File: src/rtl/keypad_lock_sequencer.sv
// Sequencer between the 8-digit keypad checker and the door actuator:
// arms the checker, grants timed unlock on success, enforces lockout after repeated failures.
module keypad_lock_sequencer #(
   parameter int MAX_FAILS      = 3,
   parameter int UNLOCK_CYCLES  = 500,
   parameter int LOCKOUT_CYCLES = 1000,
   parameter int TIMER_W        = 16
) (
   input  logic       clk,
   input  logic       reset,
   input  logic       door_status_correct,
   input  logic       door_status_incorrect,
   input  logic       cancel,
   input  logic       admin_clear,
   output logic       keypad_reset,
   output logic       unlock,
   output logic       lockout,
   output logic [3:0] fail_count,
   output logic [7:0] lockout_events
);

   // state      | meaning
   // ST_ARM     | checker held in reset for one cycle before accepting digits
   // ST_LISTEN  | checker running, waiting for correct/incorrect/cancel
   // ST_UNLOCK  | door enabled for UNLOCK_CYCLES, checker held in reset
   // ST_LOCKOUT | keypad ignored for LOCKOUT_CYCLES or until admin_clear
   typedef enum logic [1:0] {ST_ARM, ST_LISTEN, ST_UNLOCK, ST_LOCKOUT} state_t;

   localparam logic [TIMER_W-1:0] UNLOCK_LOAD  = TIMER_W'(UNLOCK_CYCLES - 1);
   localparam logic [TIMER_W-1:0] LOCKOUT_LOAD = TIMER_W'(LOCKOUT_CYCLES - 1);
   localparam logic [4:0]         MAX_FAILS_W  = 5'(MAX_FAILS);

   state_t               state_q, state_d;
   logic [TIMER_W-1:0]   timer_q, timer_d;
   logic [3:0]           fail_count_q, fail_count_d;
   logic [7:0]           lockout_events_q, lockout_events_d;
   logic                 keypad_reset_q, keypad_reset_d;
   logic                 unlock_q, unlock_d;
   logic                 lockout_q, lockout_d;
   logic                 last_fail;

   assign last_fail = (({1'b0, fail_count_q} + 5'd1) == MAX_FAILS_W);

   always_comb begin
      state_d          = state_q;
      timer_d          = timer_q;
      fail_count_d     = fail_count_q;
      lockout_events_d = lockout_events_q;
      case (state_q)
         ST_ARM: state_d = ST_LISTEN;
         ST_LISTEN: begin
            if (door_status_correct) begin
               state_d      = ST_UNLOCK;
               timer_d      = UNLOCK_LOAD;
               fail_count_d = 4'd0;
            end else if (door_status_incorrect) begin
               if (last_fail) begin
                  state_d      = ST_LOCKOUT;
                  timer_d      = LOCKOUT_LOAD;
                  fail_count_d = 4'd0;
                  if (lockout_events_q != 8'hFF) lockout_events_d = lockout_events_q + 8'd1;
               end else begin
                  state_d      = ST_ARM;
                  fail_count_d = fail_count_q + 4'd1;
               end
            end else if (cancel) begin
               state_d = ST_ARM;
            end
         end
         ST_UNLOCK: begin
            if (timer_q == '0) state_d = ST_ARM;
            else               timer_d = timer_q - 1'b1;
         end
         ST_LOCKOUT: begin
            if (timer_q == '0 || admin_clear) state_d = ST_ARM;
            else                              timer_d = timer_q - 1'b1;
         end
         default: state_d = ST_ARM;
      endcase
      // Outputs are registered alongside the state so they carry no input paths.
      keypad_reset_d = (state_d != ST_LISTEN);
      unlock_d       = (state_d == ST_UNLOCK);
      lockout_d      = (state_d == ST_LOCKOUT);
   end

   always_ff @(posedge clk or negedge reset) begin
      if (!reset) begin
         state_q          <= ST_ARM;
         timer_q          <= '0;
         fail_count_q     <= 4'd0;
         lockout_events_q <= 8'd0;
         keypad_reset_q   <= 1'b1;
         unlock_q         <= 1'b0;
         lockout_q        <= 1'b0;
      end else begin
         state_q          <= state_d;
         timer_q          <= timer_d;
         fail_count_q     <= fail_count_d;
         lockout_events_q <= lockout_events_d;
         keypad_reset_q   <= keypad_reset_d;
         unlock_q         <= unlock_d;
         lockout_q        <= lockout_d;
      end
   end

   assign keypad_reset   = keypad_reset_q;
   assign unlock         = unlock_q;
   assign lockout        = lockout_q;
   assign fail_count     = fail_count_q;
   assign lockout_events = lockout_events_q;

endmodule

File: config.mk
export PLATFORM = sky130hd
export DESIGN_NAME = keypad_lock_sequencer
export DESIGN_NICKNAME = d
export VERILOG_FILES = /design/src/rtl/keypad_lock_sequencer.sv
export SDC_FILE = /design/constraint.sdc
export NUM_CORES = 1
export LEC_CHECK = 0
export CAP_MARGIN = 10
export CORE_AREA = 2 2 66 68
export DETAILED_ROUTE_END_ITERATION = 7
export DIE_AREA = 0 0 68 70
export PLACE_DENSITY = 0.72
export SYNTH_ARGS = -nofsm -noshare
export SYNTH_HDL_FRONTEND = slang
export SYNTH_SLANG_ARGS = --single-unit
export TNS_END_PERCENT = 10
File: constraint.sdc
create_clock -name clk -period 1.9 [get_ports clk]
set_input_delay 0.19 -clock clk [delete_from_list [all_inputs] [get_ports clk]]
set_output_delay 0.19 -clock clk [all_outputs]
set_load 0.05 [all_outputs]
==> metrics <==
share of final-layout standard cells stronger than drive strength 1=0.317; r2r startpoint=timer_q[1]$_DFFE_PN0P_; portion of synthesized cell area occupied by the leading cell type=0.416; HP Class=in2async; Critical Path, Cell by Cell=inv_1 -> ha_2 -> nor3b_4 -> nand4_4 -> o211ai_4 -> buf_6 -> nor3_2 -> a221o_2; cell with the most instances after synthesis=dfrtp_1; clock latency reported for the late side of the worst-skew pair=approximately 290 ps; leakage power figure=1.16 nW; hold_ws=305 ps; count of cell types in the netlist=59; proportion of power drawn by flip-flops and latches=0.281; Port-buffer cells=20; largest fanout of any net on the critical path=5; # Max-Cap Violations=0; maximum buffer depth of the clock tree=2; instance count of the mapped netlist=193; post-route worst setup slack=-21.3 ps; clock root buffer=clkbuf_8; total power after layout=3.84 mW; synthesis warning total=0; Max Transition Viols Final=0; Post-Place Setup Slack=-101 ps; initial antenna violation count=0; Routed Wire Length=approximately 4.4 mm; final antenna diode count=0; grt total ovfl=0; Peak VDD IR=0.000736 V; master of the slowest instance on the critical path=dfrtp_1; synth cell count leaders=dfrtp_1, nand2_1, nor2_1, a21oi_1, nor3_1; buffers and inverters on the worst path=2; CP Data Arrival Time=2100 ps; power per unit of standard cell area=1460 nW/um^2; residual DRC count=0; setup repair after global routing missed its margin=yes; reported net switching power=approximately 1.5 mW; cell type group with the largest total delay on the critical path=compound AO/OA/AOI/OAI gates; start point of the critical path=timer_q[1]$_DFFE_PN0P_; count of hold buffers inserted by post-cts repair=0; sum of net half-perimeters after detailed placement=3.18 mm; final hold vios=0; vias in the first global route=1597; maximum number of pins on one net before global-route repair=34; leading cell types by total area after synthesis=dfrtp_1, a21oi_1, nand2_1; post-synthesis instance area=1930 sq um; switching fraction of total power=0.397; pin slew with the least headroom to its limit=504 ps; Highest Clock Rate=520 MHz; overall track demand over capacity in global routing=0.207; post-synth top area cell=dfrtp_1; Seq cells post-synth=33; starting utilization of the core area=0.465; total nets after synthesis=203; H-tree lvl count=2; required time of the worst setup path=roughly 2100 ps; setup violation total in the final timing report=4; synthesis-to-layout area growth=36.7%; worst-case headroom to the max-slew limit=0.663; detailed-route vias per instance=about 5.6; violations in the final reports=setup timing; fillers=about 330; Top-Level Pins=21; outcome=finished, violations left; clock group share of total power=0.208; core outline area=4140 sq um; Layout Utilization=0.636; mean routed wirelength per cell=14.5 microns; total via count after detailed routing=1686; Internal Power=about 2.3 mW; clock skew after layout=9.72 ps; number of routed nets with antenna violations=0; wire length of the first global-routing pass=7.44 mm; non-filler cells in the finished layout=~300; timing endpoint of the critical path=timer_q[10]$_DFFE_PN0P_; number of DRC markers after the initial detailed-route iteration=97; count of flip-flops with a built-in enable after synthesis=0; average cell area after synthesis=roughly 10 sq um; placer's final routability congestion estimate=0.824; placed cells=285; detailed-routing iteration count for the pre-antenna-repair pass=4; height of the die=70 microns; Gate power share=0.510; # nets final=258; crit end category=flop; Die Width=slightly below 70 microns; peak per-stage delay on the critical path=~400 ps; number of clock sinks=33; row count=24; Num CTS Buffers=5; R2R cell count=8; sequential share of the synthesized area=0.429; full die area=between 4000 and 5000 sq um; most used flip-flop cell after synthesis=dfrtp_1; setup slack of the worst register-to-register path=-20 ps; kind of start point of the critical path=flop; CP Class=reg2reg; share of the cycle needed by the critical path after routing=1.01; TritonCTS clock tree=done; Crit path depth=8; time the final worst path needs with I/O delays and setup=1920 ps; Crit Reg-Reg Endpoint=timer_q[10]$_DFFE_PN0P_; CTS clock-pin slew for the worst setup and hold paths=80 ps; Async SR Flop Fraction=1.00
[sequential cells by signal, indices dropped and copies added, names as in the netlist]
signal,count
fail_count,4
timer_q,16
keypad_reset,1
lockout_events,8
lockout,1
unlock,1
state_q,2
[power by group through the flow]
stage	Combinational (mW)	Sequential [mW]	Clock, mW
after floorplan	0.860	1.36	0
after global placement	1.68	1.09	0
after detailed placement	1.71	1.10	0
after CTS	1.84	1.08	0.813
after global routing	2.13	1.11	0.848
final	1.96	1.08	0.800
[cells in the final DEF, fill, tap and decap left out, drive strengths merged, types with 3 or more instances in the layout]
cell	synthesis	layout
and2	3	3
ha	4	4
inv	10	10
buf	4	34
a21oi	12	12
xor2	6	6
o21ai	11	11
nand3	8	8
a21o	5	5
clkdlybuf4s50	0	20
nor3	11	11
dfrtp	32	32
nand2	15	15
o31ai	5	5
nor4	3	3
nand3b	3	3
or3	3	3
nor2	15	15
a31oi	4	4
clkbuf	2	5
[per-stage QoR]
stage | TNS (ps) | area (sq um)
3_5_place_dp | -723 | 2380
6_report | -48.6 | 2630
4_1_cts | -177 | 2570
3_3_place_gp | 0 | 2380
2_1_floorplan | 0 | 1960
5_1_grt | -1210 | 2630
[worst min path at each step]
| stage | startpoint | to | slack [ps] | cells after the start |
|---|---|---|---|---|
| floorplan | reset | fail_count[0]$_DFFE_PN0P_ | -110 | 0 |
| CTS | reset | timer_q[9]$_DFFE_PN0P_ | 320 | 2 |
| global placement | lockout_events[6]$_DFFE_PN0P_ | lockout_events[6]$_DFFE_PN0P_ | 490 | 1 |
| detailed placement | lockout_events[6]$_DFFE_PN0P_ | lockout_events[6]$_DFFE_PN0P_ | 490 | 1 |
| finish | reset | lockout_events[6]$_DFFE_PN0P_ | 310 | 2 |
| global route | reset | lockout_events[6]$_DFFE_PN0P_ | 350 | 2 |
[final cells by class]
type,count,area [sq um],share of cell area
tap,52,65.1,0.0247
clock buffer,5,68.8,0.0261
timing repair buffer,54,474,0.180
inverter,10,37.5,0.0143
multi-input combinational,144,1090,0.415
clock inverter,3,65.1,0.0247
sequential,33,830,0.315
[logic make-up after synthesis]
| family | after synthesis | synth area share |
|---|---|---|
| simple gates | 75 | 0.240 |
| compound gates | 57 | 0.223 |
| flops | 33 | 0.429 |
| buf+inv | 16 | 0.0435 |
| xor+xnor | 7 | 0.0318 |
| fa+ha+maj | 4 | 0.0260 |
| mux | 1 | 0.00584 |
[routing by layer]
layer,wire length (microns),global-route usage
met5,0,0
met2,2140,0.327
met4,91,0.0800
met3,220,0.0435
met1,1910,0.274
[repair_timing]
action | 4_1_cts | 5_1_grt
endpoints found under the setup margin | 13 | 15
hold endpoints to repair | 0 | 0
setup buffers | 4 | 4
resized for setup | 6 | 9
pin swaps | 4 | 6
Note: power is estimated with default switching activity, not from simulation.
